<file path="config.mk">
export PLATFORM = sky130hd
export DESIGN_NAME = erasure_polyn_sequencer
export DESIGN_NICKNAME = d
export VERILOG_FILES = /design/src/rtl/erasure_polyn_sequencer.sv
export SDC_FILE = /design/constraint.sdc
export NUM_CORES = 1
export LEC_CHECK = 0
export BUFFER_PORTS_ARGS = -buffer_cell sky130_fd_sc_hd__buf_2
export CORE_UTILIZATION = 49
export CTS_BUF_LIST = sky130_fd_sc_hd__clkbuf_8
export DETAILED_ROUTE_END_ITERATION = 12
export PLACE_DENSITY = 0.79
export SETUP_SLACK_MARGIN = 0.5
export SYNTH_ARGS = -nofsm -noshare
export SYNTH_HDL_FRONTEND = slang
export SYNTH_SLANG_ARGS = --single-unit
</file>
<file path="constraint.sdc">
create_clock -name clock -period 1.95 [get_ports clock]
set_clock_uncertainty 0.15 [all_clocks]
set_input_delay 0.0975 -clock clock [delete_from_list [all_inputs] [get_ports clock]]
set_output_delay 0.0975 -clock clock [all_outputs]
set_load 0.01 [all_outputs]
</file>
<file path="src/rtl/erasure_polyn_sequencer.sv">
// Erasure-locator sequencer: pulls erasure positions into the locator datapath,
// then streams the lambda(x) coefficients to Berlekamp-Massey. Optional FEED starvation timeout: ERASURE_SEQ_TIMEOUT_EN.
module erasure_polyn_sequencer #(
    parameter int WIDTH          = 5,
    parameter int NUM_COEFS      = 16,
    parameter int TIMEOUT_CYCLES = 64
) (
    input  logic             clock,
    input  logic             reset,
    input  logic             start,
    input  logic [WIDTH-1:0] num_erasures,
    input  logic [WIDTH-1:0] no_of_parity,
    input  logic             pos_valid,
    input  logic [7:0]       pos_data,
    output logic             pos_ready,
    output logic [7:0]       loc_erase_position,
    output logic             loc_erasure_ready,
    output logic             loc_send_polyn,
    input  logic [7:0]       loc_coef,
    input  logic             loc_coef_ready,
    output logic [7:0]       coef_out,
    output logic [WIDTH-1:0] coef_idx,
    output logic             coef_valid,
    output logic             coef_last,
    output logic             busy,
    output logic             done,
    output logic             error,
    output logic [2:0]       state_dbg
);

    // Handshakes: a position moves when pos_valid & pos_ready at a rising edge;
    // a coefficient request is one loc_send_polyn cycle, answered by one loc_coef_ready cycle.
    typedef enum logic [2:0] {
        S_IDLE   = 3'd0,
        S_CHECK  = 3'd1,
        S_FEED   = 3'd2,
        S_SETTLE = 3'd3,
        S_READ   = 3'd4,
        S_DONE   = 3'd5,
        S_ERR    = 3'd6
    } state_t;

    localparam int MAX_N = NUM_COEFS - 1;

    if (TIMEOUT_CYCLES < 1) begin : g_bad_timeout
        $error("TIMEOUT_CYCLES must be at least 1");
    end

    state_t           state_q, state_d;
    logic [WIDTH-1:0] n_q, p_q, fed_q, k_q;
    logic             settle_q, pend_q;
    logic [7:0]       pos_q, coef_q;
    logic [WIDTH-1:0] idx_q;
    logic             strobe_q, coef_valid_q, coef_last_q;
    logic             xfer, send, take, timeout_hit;

    assign pos_ready = (state_q == S_FEED) && (fed_q < n_q);
    assign xfer      = pos_valid && pos_ready;
    // k_q runs to N+1 once the last coefficient has been taken, which stops requests.
    assign send      = (state_q == S_READ) && !pend_q && (k_q <= n_q);
    assign take      = (state_q == S_READ) && pend_q && loc_coef_ready;

`ifdef ERASURE_SEQ_TIMEOUT_EN
    localparam int TW = $clog2(TIMEOUT_CYCLES + 1);
    logic [TW-1:0] to_q;

    always_ff @(posedge clock) begin
        if (reset || state_q != S_FEED || xfer) begin
            to_q <= '0;
        end else if (pos_ready && !pos_valid) begin
            to_q <= to_q + 1'b1;
        end
    end

    assign timeout_hit = (state_q == S_FEED) && pos_ready && !pos_valid &&
                         (to_q == TW'(TIMEOUT_CYCLES - 1));
`else
    assign timeout_hit = 1'b0;
`endif

    always_ff @(posedge clock) begin
        if (reset) state_q <= S_IDLE;
        else       state_q <= state_d;
    end

    always_comb begin
        state_d = state_q;
        case (state_q)
            S_IDLE:   if (start) state_d = S_CHECK;
            S_CHECK: begin
                if (n_q > p_q || int'(n_q) > MAX_N) state_d = S_ERR;
                else if (n_q == '0)                 state_d = S_SETTLE;
                else                                state_d = S_FEED;
            end
            S_FEED: begin
                if (xfer && (fed_q + 1'b1) == n_q) state_d = S_SETTLE;
                else if (timeout_hit)              state_d = S_ERR;
            end
            S_SETTLE: if (settle_q) state_d = S_READ;
            S_READ:   if (coef_valid_q && coef_last_q) state_d = S_DONE;
            S_DONE:   state_d = S_IDLE;
            S_ERR:    state_d = S_IDLE;
            default:  state_d = S_IDLE;
        endcase
    end

    always_ff @(posedge clock) begin
        if (reset) begin
            n_q          <= '0;
            p_q          <= '0;
            fed_q        <= '0;
            k_q          <= '0;
            settle_q     <= 1'b0;
            pend_q       <= 1'b0;
            pos_q        <= '0;
            strobe_q     <= 1'b0;
            coef_q       <= '0;
            idx_q        <= '0;
            coef_valid_q <= 1'b0;
            coef_last_q  <= 1'b0;
        end else begin
            strobe_q     <= 1'b0;
            coef_valid_q <= 1'b0;
            coef_last_q  <= 1'b0;
            if (state_q == S_IDLE && start) begin
                n_q      <= num_erasures;
                p_q      <= no_of_parity;
                fed_q    <= '0;
                k_q      <= '0;
                settle_q <= 1'b0;
                pend_q   <= 1'b0;
            end
            if (xfer) begin
                pos_q    <= pos_data;
                strobe_q <= 1'b1;
                fed_q    <= fed_q + 1'b1;
            end
            if (state_q == S_SETTLE) settle_q <= 1'b1;
            if (send) pend_q <= 1'b1;
            if (take) begin
                pend_q       <= 1'b0;
                coef_q       <= loc_coef;
                idx_q        <= k_q;
                coef_valid_q <= 1'b1;
                coef_last_q  <= (k_q == n_q);
                k_q          <= k_q + 1'b1;
            end
        end
    end

    assign loc_erase_position = pos_q;
    assign loc_erasure_ready  = strobe_q;
    assign loc_send_polyn     = send;
    assign coef_out           = coef_q;
    assign coef_idx           = idx_q;
    assign coef_valid         = coef_valid_q;
    assign coef_last          = coef_last_q;
    assign busy               = (state_q != S_IDLE);
    assign done               = (state_q == S_DONE);
    assign error              = (state_q == S_ERR);
    assign state_dbg          = state_q;

endmodule

</file>
# Word level (Yosys, flattened, before mapping)
# Cells that the tools add are included.
# word_totals
reg_bits,49
input_bits,31
out_inout_bits,32
word_cells,68
# classes
addsub,2
order_cmp,4
n_eq_ne,12
n_mux,15
bitwise_logic,1
n_reduce_logical,21
# ops
op,n
3-bit two-way mux,5
5-bit two-way mux,3
3-bit case mux with 5 select lines,1
"5-bit by 1-bit adder with 5-bit output, second input constant",2
5-bit == test,2
"3-bit == test, second input constant",3
1-bit logical AND,9
2-bit nonzero test,4
"3-bit by 2-bit == test with 1-bit output, second input constant",2
1-bit two-way mux,6
"5-bit by 4-bit > comparator with 1-bit output, second input constant",1
5-bit > comparator,1
5-bit <= comparator,1
5-bit logical NOT,1
5-bit less-than comparator,1
"2-bit by 1-bit inequality test with 1-bit output, second input constant",2
"2-bit inequality test, second input constant",2
4-bit AND reduction,1
2-bit OR reduction,2
"3-bit by 1-bit == test with 1-bit output, second input constant",1
3-bit logical NOT,1
3-bit nonzero test,1
1-bit logical NOT,1
1-bit logical OR,1
1-bit inverter,1

# Longest topological paths before layout
# Gate-level depths: netlist (run 1).
# logic_depth
word_depth,6
mapped_depth,8
ltp_nobuf,7

# Worst setup path after synthesis (run 1)
# No wires, ideal clock.
# synth_path
path_type,register to register
from,register n_q[4]
to,register state_q[0] (netlist: state_dbg[0])
setup_ns,0.086
arrival_time_ns,1.920
required_ns,1.714
setup_slack_ns,-0.206
stages_incl_launch_ff,8
n_path_buf,0
period_less_slack_ns,2.156
cell_sequence,dfxtp_1 -> inv_1 -> ha_1 -> or4b_1 -> a21oi_2 -> nand3_4 -> a211o_1 -> a221oi_2
# synth_via
elab_chain_cells,6
word_cells_on_any_way,14
classes_between,order compare (3); eq/ne (2); mux (3); reduce/logical (6)
# synth_rtl
element,line_no,text
start: declaration,50,"logic [WIDTH-1:0] n_q, p_q, fed_q, k_q;"
start signal: assignment,126,n_q <= num_erasures;
5-bit less-than comparator,57,assign pos_ready = (state_q == S_FEED) && (fed_q < n_q);
1-bit logical AND,57,
1-bit logical AND,58,assign xfer = pos_valid && pos_ready;
1-bit logical AND,96,if (xfer && (fed_q + 1'b1) == n_q) state_d = S_SETTLE;
2-bit by 1-bit inequality test with 1-bit output (no line),-,
4-bit AND reduction (no line),-,
end signal: assignment,83,else state_q <= state_d;
end: declaration,49,"state_t state_q, state_d;"
# Several ways; a longest one is shown, not always the timed one.
# A chain may end at the register's enable or synchronous reset.

# Worst setup path in the final report (run 1)
# layout_path
from,register n_q[4]
to,register fed_q[3]
# layout_via
elab_chain_cells,4
word_cells_on_any_way,5
classes_between,order compare (1); mux (1); reduce/logical (3)
# layout_rtl
element,line_no,text
5-bit less-than comparator *,57,
1-bit logical AND *,57,
1-bit logical AND *,58,
5-bit two-way mux or 2-bit nonzero test (tied branches),-,
end signal: assignment,136,fed_q <= fed_q + 1'b1;
end: declaration,50,
# Every way passes the cells marked *; elsewhere a longest branch is shown, timed or not.

==> results of run 1 <==
-- layout make-up --
cell class / count / area, um2
timing repair buffer: 135 / 1020
inverter: 13 / 55.05
fill: 237 / 752.0
tap: 52 / 65.06
clock buffer: 6 / 82.58
multi-input combinational: 222 / 1494
sequential: 49 / 1002
clock inverter: 2 / 33.78
-- state kept, by name, indices dropped and copies added (netlist names), 3 cells and up --
name and flops:
coef_out 8, loc_erase_position 8, coef_idx 5, fed_q 5
k_q 5, n_q 5, p_q 5, state_dbg 3
-- cells by family (layout without fill, tap and decap cells) --
group / count (synthesis) / after routing / share of synthesized area (%)
buf+inv: 29 / 156 / 4.902
fa+ha+maj: 17 / 17 / 8.961
compound gates: 70 / 70 / 17.13
mux: 1 / 1 / 0.6324
xor+xnor: 5 / 5 / 1.845
simple gates: 129 / 129 / 25.20
flops: 49 / 49 / 41.33
-- worst max-delay path: cells and delay by family, from the launching register on --
family / cells / cell delay [ns]
flip-flops: 1 / 0.38
AND/OR/NAND/NOR: 3 / 0.95
adder cells (fa/ha/maj): 1 / 0.14
buffers and inverters: 2 / 0.20
AO/OA/AOI/OAI: 2 / 0.35
-- power by group through the flow --
stage / Combinational, W / Clock, W / Sequential (W)
after global routing: 0.00169 / 0.000803 / 0.00117
final: 0.00161 / 0.000762 / 0.00116
after detailed placement: 0.000951 / 0 / 0.00116
after global placement: 0.000920 / 0 / 0.00116
after floorplan: 0.000605 / 0 / 0.00118
after CTS: 0.00129 / 0.000761 / 0.00114
-- path summary, 6_finish.rpt --
kind,start,to,slack (ns),depth (start not counted)
setup / recovery,n_q[4],fed_q[3],-0.28,8
hold / removal,reset,state_dbg[1],0.02,4
setup reg to reg,n_q[4],fed_q[3],-0.28,8
hold reg to reg,coef_out[2],coef_out[2],0.30,2
-- routing by layer --
metal / GRT usage, % / part of all wire [%]
met5: 0 / 0
met4: 18.52 / 5.5
met3: 5.767 / 7.3
met2: 52.52 / 48
met1: 35.89 / 39
-- per-stage QoR --
| step | hold WS (ns) | total power, W |
|---|---|---|
| 2_1_floorplan | 0.07309 | 0.001784 |
| 3_3_place_gp | 0.1826 | 0.002076 |
| 3_5_place_dp | 0.1879 | 0.002109 |
| 4_1_cts | -0.06547 | 0.003197 |
| 5_1_grt | 0.02129 | 0.003661 |
| 6_report | 0.02102 | 0.003533 |
-- timing repair --
action                                 in CTS  in global routing
endpoints found under the hold margin      27                  1
buffers inserted                           12                  8
gates cloned                                0                  1
setup endpoints to repair                  49                 51
pin swaps                                  14                 19
resized for setup                          38                 29
-- cell usage in the layout (no fill, tap or decap), types with 2 or more instances in the layout --
cell type,instances
dfxtp_4,4
nand2_1,62
buf_4,26
nor2_1,14
inv_1,9
dfxtp_1,40
nor3_1,3
inv_2,3
xnor2_1,3
nor2_4,2
dfxtp_2,5
a21oi_2,4
buf_6,19
a21o_1,2
nand3_1,14
ha_4,5
nor3b_1,3
o21ai_0,3
nand3_4,2
ha_1,12
xor2_1,2
clkbuf_8,6
nand2_2,7
a21oi_1,42
a31oi_1,3
o21ai_1,3
buf_2,62
nand3b_1,2
dlygate4sd3_1,26
and3_4,3
a211oi_1,2
or3_1,4
nor2b_1,3
==> metrics.cfg, run 1 <==
[pwr]
pwr-share-comb_pct = 45.5
p_int_w = 0.002273
seq_power_share_pct = 33.0
switchingPower_w = 0.001260
leakage_nw = 1.593
power_density_nw_per_um2 = 941.6
power_frac_clock_pct = 21.6
switching_share_pct = 35.67
peakVddDrop_mv = 0.6098

[timing]
post-route-period-util_pct = 114.6
maxSlewViolCount = 0
worstMarginPinSlew_ns = 0.5475
fin_ws_ns = -0.2837
setup_tns_ns = -3.413
setup_viol = 18
rsz0062_at_grt = yes
slew_headroom_pct = 63.50
hold_viol = 0
period_minus_slack_ns = 2.234
max_freq_mhz = 447.7

[grt]
globalRouteTotalUtil_pct = 30.78
grt_pass1_vias = 2581
overflow = 0
grt_max_degree = 50
antenna_found_initial = 0
grt_pass1_wl_um = 12160

[floorplanning]
io_pins = 63
die_w_um = 71.60
die_area_um2 = 5127
rows = 24
start_util_pct = 52.69
core-area_um2 = 4504
die_y_um = 71.60

[setup_path]
cp_max_fo = 4
crit_type = reg2reg
required_ns = 2.03
crit_path_start_kind = flop
cp_slowest_stage_delay_ns = 0.51
crit_slowest_cell = or4b_4
path_cells = inv_4 -> ha_4 -> or4b_4 -> a21oi_4 -> nand3_4 -> buf_6 -> or3_4 -> a31oi_1
endpoint_kind = flop
crit_arrival_ns = 2.32

[cells_and_area]
drive_above_1_share_pct = 39.34
antennaDiodeCount = 0
area_delta_synth_final_pct = 58.09
final_cell_area_um2 = 3752
fin_cells = 479
final_nets = 474
fin_util_pct = 83.31

[logic_synthesis]
synth_top_cell_area_share_pct = 41.33
synth-edff-count = 0
netlist_area_um2 = 2374
synthCells = 300
post-synth-top-count-cell = nand2_1
synthArstFlopShare_pct = 0
synth_top_area_cell = dfxtp_1
synth_commonest_cells = nand2_1 (69), dfxtp_1 (49), a21oi_1 (46)
yosysWarnings = 0
synthesis.nets = 348
netlist-cell-type-count = 40
syn_area_per_cell_um2 = 7.912
synth-seq-cells = 49
ys.flop_type = dfxtp_1
synthTopCellsByArea = dfxtp_1 (41%), nand2_1 (11%), a21oi_1 (9.7%)
ys_seq_area_share_pct = 41.33

[routing]
wirelength_um = 8635
drc = 0
via_per_inst = 5.916
drt_iter0_drc = 302
antenna_left = 0
post_drt_wl_per_cell_um = 18.03
drtPass1Iterations = 6
vias = 2834

[cts]
hold_buffers = 26
numCtsBuffers = 5
root_buffer = clkbuf_8
max-clock-path-buffers = 2
cts_sinks = 49
path_clk_slew_ns = 0.10
clock_latency_ns = 0.30
cts_max_level = 2
cts_tree = done

[run_status]
status = finished with violations
violations = negative setup slack

[placed_design]
port_buffers = 62
placed_cell_area_um2 = 2927
dp_hpwl_um = 4198
dp_cells = 424
place_ws_ns = -0.2062
gp_congestion = 0.8277

[min_path]
min_path_type = in2reg

[run]
drv_cap = 0

Note: power is estimated with default switching activity, not from simulation.
==> inputs of run 2 (changes only) <==
- BUFFER_PORTS_ARGS: -buffer_cell sky130_fd_sc_hd__buf_2 -> not set
- CORE_UTILIZATION: 49 -> 59
- DONT_BUFFER_PORTS: not set -> 1
==> metrics.cfg, run 2 (same netlist as run 1, synthesis figures left out) <==
[run_status]
status = finished with violations
violations = negative hold slack, negative setup slack

[cells_and_area]
final_cell_mix = dfxtp_1 (41), nand2_1 (38), a21oi_2 (29)
area_delta_synth_final_pct = 49.82
final_nets = 384
fillCellCount = 109
antennaDiodeCount = 0
drive_above_1_share_pct = 49.26
layout_commonest_cell = dfxtp_1

[routing]
via_per_inst = 7.151
vias = 2753
wirelength_um = 10420
post_drt_wl_per_cell_um = 27.06
drtPass1Iterations = 6
drt_iter0_drc = 467
drc = 0
antenna_left = 0

[min_path]
min-delay-start = reset
hold_path_end = n_q[4]
min_path_cells = 1
min_path_type = in2reg

[timing]
setup_tns_ns = -2.912
rsz0062_at_grt = yes
maxSlewViolCount = 0
fin_ws_ns = -0.2508
setup_viol = 17
max_freq_mhz = 454.4
slew_headroom_pct = 78.30
period_minus_slack_ns = 2.201
whs_ns = -0.3264
hold_viol = 49
post-route-period-util_pct = 112.9
worstMarginPinSlew_ns = 0.3250

[grt]
globalRouteTotalUtil_pct = 32.13
grt_max_degree = 51
antenna_found_initial = 0
overflow = 0
grt_pass1_vias = 2146
grt_pass1_wl_um = 10320

[floorplanning]
rows = 22
die_area_um2 = 4280
io_pins = 63
die_w_um = 65.43
core-area_um2 = 3771
die_y_um = 65.43
start_util_pct = 62.94

[cts]
clock_latency_ns = 0.32
root_buffer = clkbuf_8
max-clock-path-buffers = 2
numCtsBuffers = 5
cts_tree = done
cts_max_level = 2
cts_sinks = 49
path_clk_slew_ns = 0.10

[setup_path]
crit_type = reg2out
endpoint_kind = primary output
r2r_start = n_q[3]
rr_worst_depth = 8
crit_path_start_kind = flop
startpoint = n_q[1]
cp_max_fo = 3
regToRegEndpoint = fed_q[4]
reg2reg_slack_ns = -0.23
crit_arrival_ns = 1.95
required_ns = 1.70

[pwr]
peakVddDrop_mv = 0.8699
leakage_nw = 1.295
power_density_nw_per_um2 = 1037

[placed_design]
gp_congestion = 0.8443
dp_hpwl_um = 3777
port_buffers = 0

[run]
drv_cap = 0

-- run 2: worst max-delay path, stage by stage (launching register included) --
cell and delay [ns]:
dfxtp_4 0.40, inv_4 0.04, buf_6 0.11, ha_4 0.21, nor2b_4 0.12, o21a_1 0.24
o21ai_2 0.20, a21oi_2 0.09, nor3_2 0.24
-- run 2: timing repair --
item / in CTS / in global routing
pin swaps: 19 / 20
hold endpoints to repair: 49 / 49
setup buffers: 13 / 3
cloned: 3 / 3
endpoints found under the setup margin: 49 / 51
resized for setup: 47 / 112
-- run 2: layout make-up --
class                   instances  area [um2]  area share (%)
repair buffers                 44       475.5           13.37
inverters                      13       57.56           1.619
multi-input cells             223        1841           51.76
clock inverters                 2       33.78          0.9500
flip-flops and latches         49        1006           28.29
well taps                      48       60.06           1.689
clock buffers                   6       82.58           2.322
-- run 2: metrics by stage --
step / util [%] / total power (W) / area [um2] / std cells / setup slack, ns
after detailed placement: 68.65 / 0.002009 / 2589 / 355 / -0.1840
final: 94.29 / 0.003686 / 3556 / 385 / -0.2508
after global routing: 94.29 / 0.003733 / 3556 / 385 / -0.2691
after global placement: 68.65 / 0.001977 / 2589 / 355 / -0.1197
after floorplan: - / 0.001784 / 2442 / 300 / -0.1174
after CTS: 79.96 / 0.003073 / 3015 / 379 / -0.1703
-- run 2: worst max path at each step --
stage                                 to  slack, ns  depth (start not counted)
final                     loc_send_polyn      -0.25                          8
after global routing      loc_send_polyn      -0.27                          8
after CTS                   state_dbg[0]      -0.17                          7
after detailed placement    state_dbg[0]      -0.18                          7
after global placement      state_dbg[0]      -0.12                          7
after floorplan             state_dbg[0]      -0.12                          7
-- run 2: routing by layer --
layer / vias up / part of all wire, % / track usage (%)
met5: - / 0 / 0
met4: 0 / 8.3 / 17.12
met3: 96 / 11 / 8.681
met2: 285 / 47 / 52.58
met1: 1267 / 33 / 38.08
li1: 1105 / - / -
-- run 2: where the power goes --
group	total, W	leakage (nW)	switching, W	internal (W)
sequential	0.00119	0.402	0.000105	0.00109
clock	0.000776	0.0626	0.000363	0.000413
combinational	0.00172	0.830	0.000937	0.000780
total	0.00369	1.29	0.00140	0.00228
